<file path="src/rtl/result_unloader.sv">
// rtl/result_unloader.sv - unloads an NWORDS result from core RAM as a stream, two words per read cycle
module result_unloader #(
    parameter int ADDR_W = 10,
    parameter int WORD_W = 64,
    parameter int NWORDS = 24
) (
    input  logic              clk,
    input  logic              rst_n,
    input  logic              start,
    input  logic [ADDR_W-1:0] base_addr,
    input  logic              core_busy,
    input  logic [WORD_W-1:0] rd_data1,
    input  logic [WORD_W-1:0] rd_data2,
    output logic              ref_mode,
    output logic [ADDR_W-1:0] raddr1,
    output logic [ADDR_W-1:0] raddr2,
    output logic              out_valid,
    input  logic              out_ready,
    output logic [WORD_W-1:0] out_data,
    output logic              out_last,
    output logic              busy,
    output logic              done
);

    localparam int NPAIRS = NWORDS / 2;
    localparam int K_W    = $clog2(NPAIRS) + 1;
    localparam logic [K_W-1:0] K_LAST = K_W'(NPAIRS - 1);

    typedef enum logic [2:0] {
        S_IDLE,
        S_WAIT,
        S_ISSUE,
        S_CAPTURE,
        S_SEND0,
        S_SEND1,
        S_DONE
    } state_t;

    state_t            state;
    logic [ADDR_W-1:0] base_q;
    logic [K_W-1:0]    k;
    logic [WORD_W-1:0] buf0;
    logic [WORD_W-1:0] buf1;

    // Addresses are registered on the edge entering ISSUE, so they are computed
    // from the pair index that ISSUE will work on (k+1 when coming from SEND1).
    logic [K_W-1:0]    issue_k;
    logic [ADDR_W-1:0] addr_even;
    logic [ADDR_W-1:0] addr_odd;

    always_comb begin
        issue_k   = (state == S_SEND1) ? (k + K_W'(1)) : k;
        addr_even = base_q + ADDR_W'({issue_k, 1'b0});
        addr_odd  = addr_even + ADDR_W'(1);
    end

    always_ff @(posedge clk or negedge rst_n) begin
        if (!rst_n) begin
            state     <= S_IDLE;
            base_q    <= '0;
            k         <= '0;
            buf0      <= '0;
            buf1      <= '0;
            ref_mode  <= 1'b0;
            raddr1    <= '0;
            raddr2    <= '0;
            out_valid <= 1'b0;
            out_data  <= '0;
            out_last  <= 1'b0;
            busy      <= 1'b0;
            done      <= 1'b0;
        end else begin
            case (state)
                S_IDLE: begin
                    if (start) begin
                        base_q <= base_addr;
                        k      <= '0;
                        busy   <= 1'b1;
                        state  <= S_WAIT;
                    end
                end
                S_WAIT: begin
                    if (!core_busy) begin
                        raddr1   <= addr_even;
                        raddr2   <= addr_odd;
                        ref_mode <= 1'b1;
                        state    <= S_ISSUE;
                    end
                end
                S_ISSUE: begin
                    state <= S_CAPTURE;
                end
                S_CAPTURE: begin
                    buf0      <= rd_data1;
                    buf1      <= rd_data2;
                    ref_mode  <= 1'b0;
                    out_valid <= 1'b1;
                    out_data  <= rd_data1;
                    out_last  <= 1'b0;
                    state     <= S_SEND0;
                end
                S_SEND0: begin
                    if (out_ready) begin
                        out_data <= buf1;
                        out_last <= (k == K_LAST);
                        state    <= S_SEND1;
                    end
                end
                S_SEND1: begin
                    if (out_ready) begin
                        out_valid <= 1'b0;
                        out_last  <= 1'b0;
                        if (k == K_LAST) begin
                            done  <= 1'b1;
                            state <= S_DONE;
                        end else begin
                            k        <= issue_k;
                            raddr1   <= addr_even;
                            raddr2   <= addr_odd;
                            ref_mode <= 1'b1;
                            state    <= S_ISSUE;
                        end
                    end
                end
                S_DONE: begin
                    done  <= 1'b0;
                    busy  <= 1'b0;
                    state <= S_IDLE;
                end
                default: begin
                    state <= S_IDLE;
                end
            endcase
        end
    end

endmodule

</file>
<file path="config.mk">
export PLATFORM = sky130hd
export DESIGN_NAME = result_unloader
export DESIGN_NICKNAME = d
export VERILOG_FILES = /design/src/rtl/result_unloader.sv
export SDC_FILE = /design/constraint.sdc
export NUM_CORES = 1
export LEC_CHECK = 0
export CAP_MARGIN = 20
export CELL_PAD_IN_SITES_DETAIL_PLACEMENT = 2
export CELL_PAD_IN_SITES_GLOBAL_PLACEMENT = 2
export CORE_MARGIN = 1
export CORE_UTILIZATION = 32
export DETAILED_ROUTE_END_ITERATION = 6
export GPL_TIMING_DRIVEN = 0
export PLACE_DENSITY_LB_ADDON = 0.3
export SLEW_MARGIN = 20
export SYNTH_ARGS = -nofsm -noshare
export SYNTH_HDL_FRONTEND = slang
export SYNTH_SLANG_ARGS = --single-unit
</file>
<file path="constraint.sdc">
create_clock -name clk -period 4.8 [get_ports clk]
set_input_delay 0.96 -clock clk [delete_from_list [all_inputs] [get_ports clk]]
set_output_delay 0.96 -clock clk [all_outputs]
set_load 0.1 [all_outputs]
</file>
==> results.sh, run 1 <==
export IMPL_outcome="finished clean"
export IMPL_dominantRegCellSynth="dfrtp_1"
export IMPL_synth_top_family_by_area="multiplexers"
export IMPL_overflow=0
export IMPL_hpwl_microns=18500
export IMPL_fin_crit_sh=0.6518
export IMPL_yosysSeqAreaShare=0.5536
export IMPL_die_y_microns=157.4
export IMPL_dr_pass1_iters=4
export IMPL_route_detailed_drc=0
export IMPL_slew_violations=0
export IMPL_synth_distinct_cells=58
export IMPL_numCtsBuffers=17
export IMPL_startpoint_type="flip-flop"
export IMPL_synthSimpleGateAreaFrac=0.08708
export IMPL_synthArstFlopShare=1.000
export IMPL_die_w_microns=157.4
export IMPL_avgSynthCellArea_sq_um=11.68
export IMPL_grt_pass1_wl_microns=38390
export IMPL_ant_nets=0
export IMPL_synth_adder_area_share=0.01554
export IMPL_die_area_sq_mm=0.02478
export IMPL_max_stage_delay_ns=0.47
export IMPL_synth_net_count=814
export IMPL_ys_ff_latch=171
export IMPL_synth_xor_area_share=0.02250
export IMPL_instances_no_fill=1249
export IMPL_wl_per_cell_microns=19.56
export IMPL_syn_inst=662
export IMPL_num_rows=56
export IMPL_cts_root_buf="clkbuf_16"
export IMPL_crit_fanout=10
export IMPL_crit_chain="buf_2 > inv_1 > nand3_1 > xnor2_1 > ha_1 > inv_1 > fa_1 > xor2_1 > nor3b_1 > o2111ai_1 > xnor2_1 > o21ai_1"
export IMPL_rsz0062_at_grt="no"
export IMPL_syn_to_final_growth_pct=43.85
export IMPL_core_area_sq_mm=0.02361
export IMPL_synth_mux_area_frac=0.1910
export IMPL_nets=1066
export IMPL_finalSetupViolations=0
export IMPL_totalWireLength_microns=24440
export IMPL_clock_fmax_mhz=319.6
export IMPL_cts_tree="yes"
export IMPL_relSlewSlack=0.2814
export IMPL_cts_path_max_buffers=2
export IMPL_cp_top_family="XOR/XNOR gates"
export IMPL_cp_end_kind="flip-flop"
export IMPL_io_buffers=231
export IMPL_clkSinkCount=171
export IMPL_vias_per_cell=4.857
export IMPL_drv_cap=0
export IMPL_htree_levels=4
export IMPL_initial_core_util=0.3274
export IMPL_holdBufCountCts=0
export IMPL_ios=232
export IMPL_drt_iter0_markers=144
export IMPL_post_place_cells=1214
export IMPL_ys_warn_count=0
export IMPL_fin_util=0.4709
export IMPL_synth_edf_count=0
export IMPL_grt_max_degree=71
export IMPL_fin_crit_ns=3.129
export IMPL_required_ns=5.11
export IMPL_finalHoldViolations=0
export IMPL_antenna_found_initial=3
export IMPL_crit_type="reg2reg"
export IMPL_grt_pass1_vias=6819
export IMPL_layout_drive_gt1_share=0.1726
export IMPL_gp_congestion=0.7495
export IMPL_cpMaxStageDelayCell="nor3b_1"
export IMPL_netlist_area_sq_mm=0.007730
export IMPL_clk_insertion_delay_late_ns=0.43
export IMPL_fin_skew_ns=0.01527
export IMPL_grt_usage=0.2069
export IMPL_post_cts_setup_buffers=0
export IMPL_cp_arrival_ns=3.44
export IMPL_cts_repair_resize_count=0
export IMPL_cp_num_buf_inv=3
export IMPL_vias=6067
export IMPL_cts_clk_slew_worst_paths_ns=0.08
export IMPL_tns_ns=0
export IMPL_tightest_slew_ns=1.075
export IMPL_synth_compound_area_frac=0.09550
export IMPL_hold_class="in2async"
cells in the mapped netlist (2+ instances only):
| cell | n | area [sq um] |
|---|---|---|
| ha_1 | 8 | 100.1 |
| buf_2 | 21 | 105.1 |
| o21ai_0 | 49 | 245.2 |
| a31oi_1 | 2 | 12.51 |
| clkbuf_1 | 3 | 11.26 |
| o21ai_2 | 2 | 17.52 |
| inv_1 | 7 | 26.28 |
| a21oi_4 | 2 | 32.53 |
| o211ai_1 | 3 | 22.52 |
| dfrtp_1 | 171 | 4279 |
| o22ai_1 | 2 | 12.51 |
| a21oi_1 | 11 | 55.05 |
| nand2_1 | 111 | 416.7 |
| xor2_1 | 4 | 35.03 |
| o2111ai_1 | 2 | 17.52 |
| nand4b_1 | 2 | 17.52 |
| or3_1 | 2 | 12.51 |
| mux2i_1 | 65 | 650.6 |
| o21ai_1 | 42 | 210.2 |
| buf_4 | 11 | 82.58 |
| mux2_2 | 72 | 810.8 |
| nor2_1 | 7 | 26.28 |
| inv_2 | 3 | 11.26 |
| a22o_1 | 2 | 17.52 |
| xnor2_1 | 14 | 122.6 |
| clkbuf_2 | 2 | 10.01 |
| nand4_1 | 3 | 18.77 |
| nand3_1 | 8 | 40.04 |
| buf_6 | 2 | 22.52 |
cells in the final DEF (no fill, tap or decap), types with 4 or more instances in the layout:
master | Yosys | layout
buf_4 | 11 | 11
a21oi_1 | 11 | 11
buf_2 | 21 | 21
nor2_1 | 7 | 7
nand3_1 | 8 | 8
clkdlybuf4s50_1 | 0 | 230
o21ai_1 | 42 | 42
mux2_2 | 72 | 72
inv_6 | 0 | 5
o21ai_0 | 49 | 49
nand2_1 | 111 | 111
clkbuf_16 | 0 | 17
ha_1 | 8 | 8
dfrtp_1 | 171 | 171
clkbuf_1 | 3 | 5
mux2i_1 | 65 | 65
xnor2_1 | 14 | 14
inv_1 | 7 | 7
xor2_1 | 4 | 4
kinds of logic after synthesis:
group,count (synthesis)
muxes,138
adders and majority gates,9
and+or+nand+nor,149
buffers and inverters,49
AOI/OAI and AO/OA,127
xor gates and xnor gates,19
DFF,171
flip-flops by register name, indices dropped and copies added, names as in the netlist:
name / cells
buf1: 64
out_data: 64
base_q: 10
raddr1: 10
raddr2: 10
k: 5
state: 3
busy: 1
done: 1
out_last: 1
out_valid: 1
ref_mode: 1
routing by layer:
layer | vias to the layer above | share of wire | track usage
met5 | - | 0 | 0
met4 | 0 | 0.015 | 0.06241
met3 | 22 | 0.059 | 0.05809
met2 | 154 | 0.51 | 0.3550
met1 | 3081 | 0.42 | 0.2507
li1 | 2810 | - | -
worst paths after layout:
kind	slack, ns	cells after the start	startpoint	endpoint
setup / recovery	1.67	12	state[1]	raddr2[8]
hold / removal	0.39	1	rst_n	buf1[34]
setup reg to reg	1.67	12	state[1]	raddr2[8]
hold reg to reg	0.49	2	out_data[54]	out_data[54]
max in group asynchronous	3.73	2	rst_n	raddr1[2]
min in group clk	0.49	2	out_data[54]	out_data[54]
cell type report:
cell class / instances / area (sq um)
clock buffer: 19 / 432.9
timing repair buffer: 233 / 2372
tap: 319 / 399.1
antenna: 3 / 7.507
multi-input combinational: 442 / 3182
sequential: 171 / 4279
buffer: 39 / 231.5
fill: 2446 / 12490
clock inverter: 13 / 177.7
inverter: 10 / 37.54
through the flow:
| step | hold WS [ns] | instance area [sq um] | setup slack (ns) |
|---|---|---|---|
| global route | 0.3918 | 11120 | 1.453 |
| CTS | 0.3906 | 11110 | 1.650 |
| detailed placement | 0.4733 | 10500 | 1.671 |
| finish | 0.3896 | 11120 | 1.671 |
| floorplan | 0.4791 | 7730 | 2.142 |
| global placement | 0.4589 | 10440 | -4.862 |
Power of run 1 is not shown: default switching activity piles up to over one toggle a cycle in this logic, so the estimate is an artifact.
==> run 2, diff against run 1 <==
- CORE_UTILIZATION: 32 -> 27
- clock period: 4.8 -> 2.8 ns (I/O delays scaled with it)
==> results.sh, run 2 (same netlist as run 1, synthesis figures left out) <==
export IMPL_crit_type="reg2reg"
export IMPL_initial_core_util=0.2760
export IMPL_drv_cap=0
export IMPL_insertedDiodeCount=0
export IMPL_gp_congestion=0.7411
export IMPL_fin_crit_ns=2.738
export IMPL_num_rows=61
export IMPL_layout_commonest_cell="clkdlybuf4s50_1"
export IMPL_ant_nets=0
export IMPL_placed_area_sq_mm=0.01058
export IMPL_die_w_microns=171.2
export IMPL_htree_levels=4
export IMPL_postLayoutCellArea_sq_mm=0.01153
export IMPL_clkSinkCount=171
export IMPL_cpMaxStageDelayCell="fa_2"
export IMPL_drt_iter0_markers=216
export IMPL_vias_per_cell=4.574
export IMPL_hold_class="reg2reg"
export IMPL_layout_drive_gt1_share=0.2159
export IMPL_cts_clk_slew_worst_paths_ns=0.07
export IMPL_wl_per_cell_microns=18.69
export IMPL_grt_pass1_wl_microns=37620
export IMPL_totalWireLength_microns=24900
export IMPL_cts_root_buf="clkbuf_16"
export IMPL_dr_pass1_iters=4
export IMPL_crit_chain="buf_6 > buf_12 > nand3_4 > xnor2_2 > ha_2 > inv_2 > fa_2 > nand4b_1 > a311o_1 > a21oi_2 > o211ai_1 > xnor2_1 > o21ai_1"
export IMPL_grt_max_degree=74
export IMPL_slew_violations=0
export IMPL_grt_pass1_vias=6629
export IMPL_vias=6093
export IMPL_nets=1093
export IMPL_numCtsBuffers=17
export IMPL_clock_fmax_mhz=365.2
export IMPL_fin_crit_sh=0.9779
export IMPL_cts_path_max_buffers=2
export IMPL_cts_tree="yes"
export IMPL_rsz0062_at_grt="yes"
export IMPL_finalSetupViolations=0
export IMPL_antenna_found_initial=1
export IMPL_cp_end_kind="flip-flop"
export IMPL_hpwl_microns=17740
export IMPL_syn_to_final_growth_pct=49.18
export IMPL_crit_fanout=8
export IMPL_overflow=0
export IMPL_outcome="finished clean"
export IMPL_die_area_sq_mm=0.02931
export IMPL_finalHoldViolations=0
export IMPL_final_cell_mix="clkdlybuf4s50_1 (230), dfrtp_1 (171), nand2_1 (111)"
export IMPL_top_regs="buf1: 64 flops, out_data: 64 flops"
export IMPL_core_area_sq_mm=0.02801
export IMPL_required_ns=3.11
export IMPL_io_buffers=231
export IMPL_relSlewSlack=0.2779
export IMPL_fin_skew_ns=0.01530
export IMPL_cp_arrival_ns=3.05
export IMPL_nFillCells=2935
export IMPL_tightest_slew_ns=1.080
export IMPL_clk_insertion_delay_late_ns=0.44
export IMPL_ios=232
export IMPL_grt_usage=0.1705
export IMPL_die_y_microns=171.2
export IMPL_startpoint_type="flip-flop"
export IMPL_route_detailed_drc=0
export IMPL_max_stage_delay_ns=0.45
## run 2: critical path, delay by kind of cell, from the launching register on
| kind | cells | cell delay, ns |
|---|---|---|
| AND/OR/NAND/NOR | 2 | 0.29 |
| XOR/XNOR | 2 | 0.28 |
| buffers and inverters | 3 | 0.31 |
| AO/OA/AOI/OAI | 4 | 0.68 |
| flip-flops | 1 | 0.40 |
| adder cells (fa/ha/maj) | 2 | 0.66 |
## run 2: repair_timing
item,4_1_cts,5_1_grt
hold buffers,1,0
setup buffers,3,23
endpoints found under the hold margin,17,0
pin swaps,4,10
gates resized for setup,16,15
setup endpoints to repair,6,6
## run 2: routing by layer
layer	share of wire	up-vias	global-route usage
met5	0	-	0
met4	0.012	0	0.04231
met3	0.056	17	0.05039
met2	0.51	139	0.2952
met1	0.42	3069	0.2063
li1	-	2868	-
## run 2: final timing paths
check,depth (start not counted),from,slack (ns),end
min reg2reg,2,raddr1[1],0.47,raddr1[1]
min in group asynchronous,2,rst_n,0.58,buf1[30]
min,2,raddr1[1],0.47,raddr1[1]
max,13,state[0],0.06,raddr2[9]
max in group asynchronous,4,rst_n,1.16,buf1[58]
max reg2reg,13,state[0],0.06,raddr2[9]
## run 2: metrics by stage
step / std cells / hold slack [ns] / setup WS [ns] / TNS (ns) / utilization
3_5_place_dp: 1273 / 0.4576 / -0.2991 / -1.146 / 0.3775
6_report: 1332 / 0.4745 / 0.06176 / 0 / 0.4117
4_1_cts: 1309 / 0.4834 / 0.003376 / 0 / 0.4029
3_3_place_gp: 1271 / 0.4617 / -6.733 / -1147.58 / 0.3754
2_1_floorplan: 662 / 0.2644 / 0.1420 / 0 / -
5_1_grt: 1332 / 0.5086 / -0.09154 / -0.3039 / 0.4117
## run 2: layout make-up
type                    count  area, sq um  share of cell area
clock buffers              17        425.4             0.03689
clock inverters            15        177.7             0.01541
multi-input cells         442         3294              0.2857
repair buffers            260         2594              0.2249
plain buffers              39        247.7             0.02148
well taps                 378        473.0             0.04102
flip-flops and latches    171         4279              0.3711
inverters                  10        40.04            0.003472
Power of run 2 is left out for the same reason.
